===== src/rtl/trng_harvester.sv =====
// rtl/trng_harvester.sv - entropy sampler with health test, debias, word packer and output FIFO
module trng_harvester #(
    parameter int NUM_UNITS  = 4,
    parameter int XCLK_DIV   = 16,
    parameter int WORD_WIDTH = 8,
    parameter int FIFO_DEPTH = 4,
    parameter int RCT_LIMIT  = 32,
    parameter int DEBIAS     = 1
) (
    input  logic                               clk,
    input  logic                               reset,
    input  logic [NUM_UNITS-1:0]               raw,
    input  logic                               enable,
    output logic [WORD_WIDTH-1:0]              word_data,
    output logic                               word_valid,
    input  logic                               word_ready,
    output logic [$clog2(FIFO_DEPTH+1)-1:0]    fifo_level,
    output logic                               random,
    output logic                               pulse,
    output logic                               bclk,
    output logic                               overflow,
    output logic                               health_fail
);
    localparam int CW  = (XCLK_DIV > 2) ? $clog2(XCLK_DIV) : 1;
    localparam int SCW = $clog2(WORD_WIDTH);
    localparam int RCW = $clog2(RCT_LIMIT + 1);
    localparam int AW  = $clog2(FIFO_DEPTH);
    localparam int LW  = $clog2(FIFO_DEPTH + 1);

    logic [CW-1:0]          cnt, cnt_nxt;
    logic                   run, strobe, s, trip;
    logic [RCW-1:0]         rct_cnt, rct_nxt;
    logic                   prev_s;
    logic                   pair_full, pair_bit;
    logic                   acc, acc_bit;
    logic [WORD_WIDTH-2:0]  part;
    logic [WORD_WIDTH-1:0]  sr_nxt;
    logic [SCW-1:0]         shcnt;
    logic                   word_done;
    logic                   push_pending;
    logic [WORD_WIDTH-1:0]  push_word;
    logic [WORD_WIDTH-1:0]  mem [FIFO_DEPTH];
    logic [AW-1:0]          wr_ptr, rd_ptr;
    logic [LW-1:0]          level;
    logic                   pop, full, push_ok, drop;

    assign run     = enable && !health_fail;
    assign cnt_nxt = !run ? '0 : (cnt == CW'(XCLK_DIV - 1)) ? '0 : cnt + CW'(1);
    assign strobe  = run && (cnt == CW'(XCLK_DIV - 1));
    assign s       = ^raw;
    assign rct_nxt = (rct_cnt != '0 && s == prev_s) ? rct_cnt + RCW'(1) : RCW'(1);
    assign trip    = strobe && (rct_nxt == RCW'(RCT_LIMIT));
    assign sr_nxt  = {acc_bit, part};
    assign word_done = acc && (shcnt == SCW'(WORD_WIDTH - 1));

    // Decide whether this strobe yields an accepted bit (direct or von Neumann)
    always_comb begin
        acc     = 1'b0;
        acc_bit = s;
        if (strobe && !trip) begin
            if (DEBIAS == 0) begin
                acc = 1'b1;
            end else if (pair_full && (s != pair_bit)) begin
                acc     = 1'b1;
                acc_bit = pair_bit;
            end
        end
    end

    // Bit-clock divider; bclk is registered from the next counter value
    always_ff @(posedge clk) begin
        if (reset) begin
            cnt  <= '0;
            bclk <= 1'b0;
        end else begin
            cnt  <= cnt_nxt;
            bclk <= (cnt_nxt >= CW'(XCLK_DIV / 2));
        end
    end

    // Health test, debias pairing, word assembly and legacy serial outputs
    always_ff @(posedge clk) begin
        if (reset) begin
            rct_cnt      <= '0;
            prev_s       <= 1'b0;
            pair_full    <= 1'b0;
            pair_bit     <= 1'b0;
            part         <= '0;
            shcnt        <= '0;
            random       <= 1'b0;
            pulse        <= 1'b0;
            health_fail  <= 1'b0;
            push_pending <= 1'b0;
            push_word    <= '0;
        end else begin
            push_pending <= word_done;
            if (word_done) push_word <= sr_nxt;
            if (!enable) begin
                rct_cnt   <= '0;
                prev_s    <= 1'b0;
                pair_full <= 1'b0;
                part      <= '0;
                shcnt     <= '0;
                pulse     <= 1'b0;
            end else begin
                pulse <= acc;
                if (strobe) begin
                    prev_s  <= s;
                    rct_cnt <= rct_nxt;
                end
                if (trip) health_fail <= 1'b1;
                if (strobe && !trip && DEBIAS != 0) begin
                    if (pair_full) begin
                        pair_full <= 1'b0;
                    end else begin
                        pair_full <= 1'b1;
                        pair_bit  <= s;
                    end
                end
                if (acc) begin
                    random <= acc_bit;
                    part   <= sr_nxt[WORD_WIDTH-1:1];
                    shcnt  <= word_done ? '0 : shcnt + SCW'(1);
                end
            end
        end
    end

    assign word_valid = (level != '0) && !health_fail;
    assign pop        = word_valid && word_ready;
    assign full       = (level == LW'(FIFO_DEPTH));
    assign push_ok    = push_pending && (!full || pop);
    assign drop       = push_pending && full && !pop;
    assign word_data  = word_valid ? mem[rd_ptr] : '0;
    assign fifo_level = level;

    // FIFO pointers, occupancy and sticky overflow; a health trip flushes everything
    always_ff @(posedge clk) begin
        if (reset || trip) begin
            wr_ptr <= '0;
            rd_ptr <= '0;
            level  <= '0;
            if (reset) overflow <= 1'b0;
        end else begin
            if (push_ok) wr_ptr <= wr_ptr + AW'(1);
            if (pop)     rd_ptr <= rd_ptr + AW'(1);
            level <= level + LW'(push_ok) - LW'(pop);
            if (drop) overflow <= 1'b1;
        end
    end

    // FIFO storage, written only on an accepted push
    always_ff @(posedge clk) begin
        if (push_ok && !trip) mem[wr_ptr] <= push_word;
    end
endmodule


===== config.mk =====
export PLATFORM = sky130hd
export DESIGN_NAME = trng_harvester
export DESIGN_NICKNAME = d
export VERILOG_FILES = /design/src/rtl/trng_harvester.sv
export SDC_FILE = /design/constraint.sdc
export NUM_CORES = 1
export LEC_CHECK = 0
export CORE_MARGIN = 8
export CORE_UTILIZATION = 45
export CTS_CLUSTER_SIZE = 10
export DETAILED_ROUTE_END_ITERATION = 16
export PLACE_DENSITY_LB_ADDON = 0.25
export SYNTH_ARGS = -nofsm -noshare
export SYNTH_HDL_FRONTEND = slang
export SYNTH_SLANG_ARGS = --single-unit

===== constraint.sdc =====
create_clock -name clk -period 2.8 [get_ports clk]
set_input_delay 0.28 -clock clk [delete_from_list [all_inputs] [get_ports clk]]
set_output_delay 0.28 -clock clk [all_outputs]
set_load 0.01 [all_outputs]

# ---- Word-level counts from Yosys, hierarchy flattened
# Memories as Yosys holds them, arrays and structs flattened. A register that Yosys moved wholly into a read port is not among the register bits.
# Cells that the tools add are included.
dict set report totals {
  romBits 0
  n_memories 1
  ramBits 32
  output_inout_bits 17
  input_bits 8
  register_bits 44
  elab_cells 80
  latch_bits 0
}
# memory words word_bits read_ports rd_ports_with_merged_regs wr line_no
set mem_list {}
lappend mem_list {mem 4 8 1 1 1 42} ;# logic [WORD_WIDTH-1:0] mem [FIFO_DEPTH];
dict set report op_classes {
  n_mul 0
  div 0
  add_sub_neg 7
  n_eq_ne 7
  mux 17
  bitwise 2
  n_reduce_logical 28
  n_shift 0
  order_cmp 1
}
# op count
set ops {}
lappend ops {{$logic_and A1 B1 Y1} 13}
lappend ops {{$mux W1} 10}
lappend ops {{$mux W4} 2}
lappend ops {{$mux W8} 1}
lappend ops {{$add A6 B1 Y6 const B} 1}
lappend ops {{$eq A3 B3 Y1 const B} 2}
lappend ops {{$eq A6 B6 Y1 const B} 1}
lappend ops {{$mux W6} 1}
lappend ops {{$reduce_and A2 Y1} 3}
lappend ops {{$reduce_bool A6 Y1} 1}
lappend ops {{$add A2 B1 Y2 const B} 2}
lappend ops {{$add A4 B1 Y4 const B} 1}
lappend ops {{$eq A4 B4 Y1 const B} 1}
lappend ops {{$ge A4 B4 Y1 const B} 1}
lappend ops {{$logic_not A1 Y1} 4}
lappend ops {{$mux W2} 2}
lappend ops {{$reduce_xor A4 Y1} 1}
lappend ops {{$add A3 B1 Y3} 1}
lappend ops {{$add A3 B1 Y3 const B} 1}
lappend ops {{$mux W3} 1}
lappend ops {{$reduce_and A3 Y1} 1}
lappend ops {{$reduce_bool A3 Y1} 1}
lappend ops {{$sub A3 B1 Y3} 1}
lappend ops {{$logic_or A1 B1 Y1} 2}
lappend ops {{6 further kinds} 7}

# ---- Logic depth before layout (Yosys ltp)
dict set report logic_depth {
  word_depth 11
  ltp_mapped 10
  depth_no_buf 9
}

# ---- Worst setup path after synthesis
# OpenSTA, ideal clock, no wires.
dict set report synth_path {
  path_kind {register -> register}
  start {register level[1], in the netlist fifo_level[1]}
  end {register level[1], in the netlist fifo_level[1]}
  setup_time_ns 0.115
  synth_period_minus_slack_ns 2.136
  arrival_time_ns 2.021
  stages_incl_launch_ff 9
  path_buffers 0
  required_time_ns 2.685
  slack_ns 0.664
  cell_sequence {dfxtp_1 nor3_1 nor2_1 and2_1 ha_1 inv_1 ha_1 fa_1 and2_1}
}
dict set report synth_via {
  elab_chain_cells 7
  elab_cells_between_ends 9
  classes_between {add/sub: 2; eq/ne: 1; reduce/logical: 6}
}
# item line_no
set synth_lines {}
lappend synth_lines {{from (decl)} 44} ;# logic [LW-1:0] level;
lappend synth_lines {{from (signal assigned)} 147} ;# level <= level + LW'(push_ok) - LW'(pop);
lappend synth_lines {{$reduce_bool A3 Y1 (*)} 129} ;# assign word_valid = (level != '0) && !health_fail;
lappend synth_lines {{$logic_and A1 B1 Y1 (*)} 129}
lappend synth_lines {{net word_valid} 15} ;# output logic word_valid,
lappend synth_lines {{$logic_and A1 B1 Y1 (*)} 130} ;# assign pop = word_valid && word_ready;
lappend synth_lines {{$logic_or A1 B1 Y1} 132} ;# assign push_ok = push_pending && (!full || pop);
lappend synth_lines {{$logic_and A1 B1 Y1} 132}
lappend synth_lines {{$add A3 B1 Y3} 147}
lappend synth_lines {{$sub A3 B1 Y3 (*)} 147}
# Mark *: on every way through the listed nets, which the timed path passes. The rest lies on a longest branch.
# A chain may end at the register's enable or synchronous reset.

==> results_tabular.tex <==
\begin{tabular}{lr}
\hline
Metric & Value \\
\hline
\multicolumn{2}{l}{\textbf{Clock network}} \\
Number of buffers created by CTS & 9 \\
CTS Root Cell & sky130\_fd\_sc\_hd\_\_clkbuf\_8 \\
H-tree level count & 3 \\
Clock tree from TritonCTS & done \\
Clock Path Buffers & 2 \\
Clock Latency Late Sink & roughly 0.34 ns \\
Hold\_buf cts & 0 \\
Post-cts sizing count & 0 \\
Clock-pin slew on the worst setup and hold paths & about 0.080 ns \\
TritonCTS Sinks & 78 \\
Post-CTS setup buffer count & 0 \\
\multicolumn{2}{l}{\textbf{Worst hold path}} \\
Type of the most critical hold path & reg -> reg \\
Hold\_sp & part[0] \\
Min-Delay Path Depth & 2 \\
Worst min-delay path endpoint & part[0] \\
\multicolumn{2}{l}{\textbf{Worst setup path}} \\
Reg2Reg Depth & 8 \\
Flop-to-flop setup slack & $\sim$0.35 ns \\
Critical path capture point type & primary output \\
Path type of the worst setup path & reg -> out \\
Data arrival time of the critical path & about 2.2 ns \\
Required arrival time at the worst endpoint & around 2.5 ns \\
Worst r2r dst & mem[2][5] \\
Type of element launching the critical path & flop \\
Source of the worst register-to-register timing path & rct\_cnt[0] \\
Maximum fanout along the worst path & 8 \\
\multicolumn{2}{l}{\textbf{Floorplan}} \\
Overall die area & 10700 um2 \\
Number of ports placed on the die boundary & 25 \\
Starting density of the core & 45.6\% \\
Overall die width & roughly 100 um \\
Height of the chip & slightly above 100 um \\
Placeable core region & 7570 um2 \\
Total number of placement rows & 32 \\
\multicolumn{2}{l}{\textbf{Power and ir drop}} \\
Leakage component of the power & roughly 1.6 nW \\
Worst IR Drop VDD & around 250 uV \\
Power density of the placed cells & slightly above 600 nW/um2 \\
\multicolumn{2}{l}{\textbf{Yosys}} \\
Unique masters post-synth & 52 \\
Fraction of registers with async set/reset & 0\% \\
Most frequently used flop master after synthesis & sky130\_fd\_sc\_hd\_\_dfxtp\_1 \\
Count of synthesis-stage warnings from yosys & 0 \\
Count leader, synth & sky130\_fd\_sc\_hd\_\_dfxtp\_1 \\
Simple-Gate Fraction of Synth Area & between 10\% and 20\% \\
Synth top area share & 28.7\% \\
Multiplexer share of the synthesized area & between 10\% and 20\% \\
Cell types with the highest counts after synthesis & sky130\_fd\_sc\_hd\_\_dfxtp\_1, sky130\_fd\_sc\_hd\_\_edfxtp\_1, sky130\_fd\_sc\_hd\_\_nor2\_1 \\
Area contributors post-synth & sky130\_fd\_sc\_hd\_\_edfxtp\_1, sky130\_fd\_sc\_hd\_\_dfxtp\_1, sky130\_fd\_sc\_hd\_\_mux2i\_1 \\
EDFF count, synth & 33 \\
FF+latch count, synth & 78 \\
Post-synth top area cell & sky130\_fd\_sc\_hd\_\_edfxtp\_1 \\
Adder-cell share of the synthesized area & under 10\% \\
Compound-cell area share of the yosys netlist & under 10\% \\
Synthesized netlist cell count & 285 \\
Average cell area after synthesis & roughly 12 um2 \\
XOR/XNOR share of the synthesized area & 5.12\% \\
Sequential fraction of the synthesis area & 54.9\% \\
Synth Cell Area & roughly 3400 um2 \\
Net count of the mapped netlist & between 300 and 400 \\
Main combinational cell family by area after synthesis & simple AND/OR/NAND/NOR gates \\
\multicolumn{2}{l}{\textbf{Global route}} \\
Total global routing track utilization & 11.4\% \\
Number of global-route vias before repair & 2118 \\
Largest net degree at the start of global routing & 17 \\
Initial antenna violation count & 0 \\
Global-route wire length before repair & around 10000 um \\
Total grt overflow & 0 \\
\multicolumn{2}{l}{\textbf{Timing}} \\
Worst hold slack across all endpoints & 0.470 ns \\
Post-layout min period & 2.46 ns \\
Hold violation total from the final report & 0 \\
Setup total negative slack & 0 ns \\
Endpoints failing setup & 0 \\
Normalized max-slew margin & between 40\% and 50\% \\
Tightest Pin Transition & approximately 0.85 ns \\
Final count of pins violating max slew & 0 \\
Setup repair after global routing missed its margin & false \\
Max Clock Freq & 0.407 GHz \\
Final Skew & 0.00666 ns \\
Post-route clock period utilization & a little under 90\% \\
\multicolumn{2}{l}{\textbf{Routing}} \\
Highest routed layer & met4 \\
Routed Wire Length & roughly 5700 um \\
Detailed-route wire length per cell & approximately 14 um \\
Via density per instance & around 5.0 \\
Length of routed met2 wiring & around 2600 um \\
Initial DRT Pass Iterations & 4 \\
DRC & 0 \\
Via count & 2093 \\
Starting DRT DRC Count & between 40 and 50 \\
Routed metal-1 wirelength & about 2800 um \\
Detail Route Antenna Nets & 0 \\
Routed met3 length & 195 um \\
\multicolumn{2}{l}{\textbf{Place}} \\
Post-detailed-placement half-perimeter wirelength & roughly 4100 um \\
Routability Congestion & 0.769 \\
Buffers on Ports & 24 \\
\multicolumn{2}{l}{\textbf{Final layout}} \\
Fraction of final layout cells with drive strength greater than 1 & 12.9\% \\
\# nets final & 334 \\
Area growth, synth to finish & 15.1\% \\
Ant diodes & 0 \\
\multicolumn{2}{l}{\textbf{Outcome}} \\
Result of the run & complete, no violations \\
\multicolumn{2}{l}{\textbf{Job}} \\
\# Max-Cap Violations & 0 \\
\hline
\end{tabular}
cell usage in the layout (no fill, tap or decap), drive strengths merged, types with 4 or more instances in the layout:
master / n
nand2b: 4
clkdlybuf4s50: 24
inv: 15
ha: 11
mux4: 8
o21ai: 5
dfxtp: 45
nand3: 6
nor2: 32
clkbuf: 9
and2: 18
xnor2: 12
mux2i: 18
edfxtp: 33
nor3: 9
nand2: 18
buf: 5
area by class of cell:
class | instances | area [um2]
multi-input cells | 185 | 1440
flip-flops and latches | 78 | 1890
repair buffers | 29 | 278
clock buffers | 9 | 124
inverters | 11 | 41.3
clock inverters | 7 | 62.6
fillers | 659 | 3600
well taps | 102 | 128
stage by stage:
step | cells | total power [mW] | instance area (um2) | utilization (%) | setup WS [ns]
2_1_floorplan | 285 | 1.52 | 3450 | - | 0.664
3_3_place_gp | 405 | 1.67 | 3780 | 50.0 | 0.305
3_5_place_dp | 405 | 1.67 | 3780 | 50.0 | 0.203
4_1_cts | 421 | 2.45 | 3970 | 52.4 | 0.267
5_1_grt | 421 | 2.54 | 3970 | 52.4 | 0.161
6_report | 421 | 2.41 | 3970 | 52.4 | 0.343
critical path, stage by stage, from the launching register on:
cell and delay, ns:
sky130_fd_sc_hd__dfxtp_1 0.64, sky130_fd_sc_hd__mux4_2 0.56, sky130_fd_sc_hd__and2_1 0.17, sky130_fd_sc_hd__clkdlybuf4s50_1 0.47
sequential cells by signal, summed over array words and instances (netlist names), named ones only:
name,cells
mem,32
push_word,8
part,7
rct_cnt,6
cnt,4
fifo_level,3
shcnt,3
rd_ptr,2
wr_ptr,2
bclk,1
health_fail,1
overflow,1
pair_bit,1
pair_full,1
prev_s,1
pulse,1
push_pending,1
random,1
worst max path at each step:
stage	start	endpoint	slack, ns	cells after the start
floorplan	fifo_level[1]	fifo_level[1]	0.66	8
finish	flop	word_data[4]	0.34	3
detailed placement	raw[3]	mem[2][4]	0.20	7
global placement	raw[3]	mem[1][2]	0.30	7
global route	rct_cnt[0]	mem[2][1]	0.16	8
CTS	flop	word_data[3]	0.27	3
per-layer routing:
layer	GRT usage, %	up-vias
met4	6.61	0
met5	0	-
met1	13.9	983
li1	-	1069
met2	18.0	30
met3	2.73	11
cell families (layout without fill, tap and decap cells):
kind of cell / count (synthesis) / in the layout
xor+xnor: 16 / 16
fa+ha+maj: 12 / 12
buf+inv: 22 / 56
mux: 27 / 27
compound gates: 29 / 29
simple gates: 101 / 101
flops: 78 / 78
where the power goes:
part           leakage, nW  switching (mW)  internal (mW)  total (mW)
Sequential           0.746          0.0644           1.21        1.28
Clock               0.0927           0.444          0.340       0.784
Combinational        0.776           0.157          0.195       0.351
(Power assumes the default switching activity.)
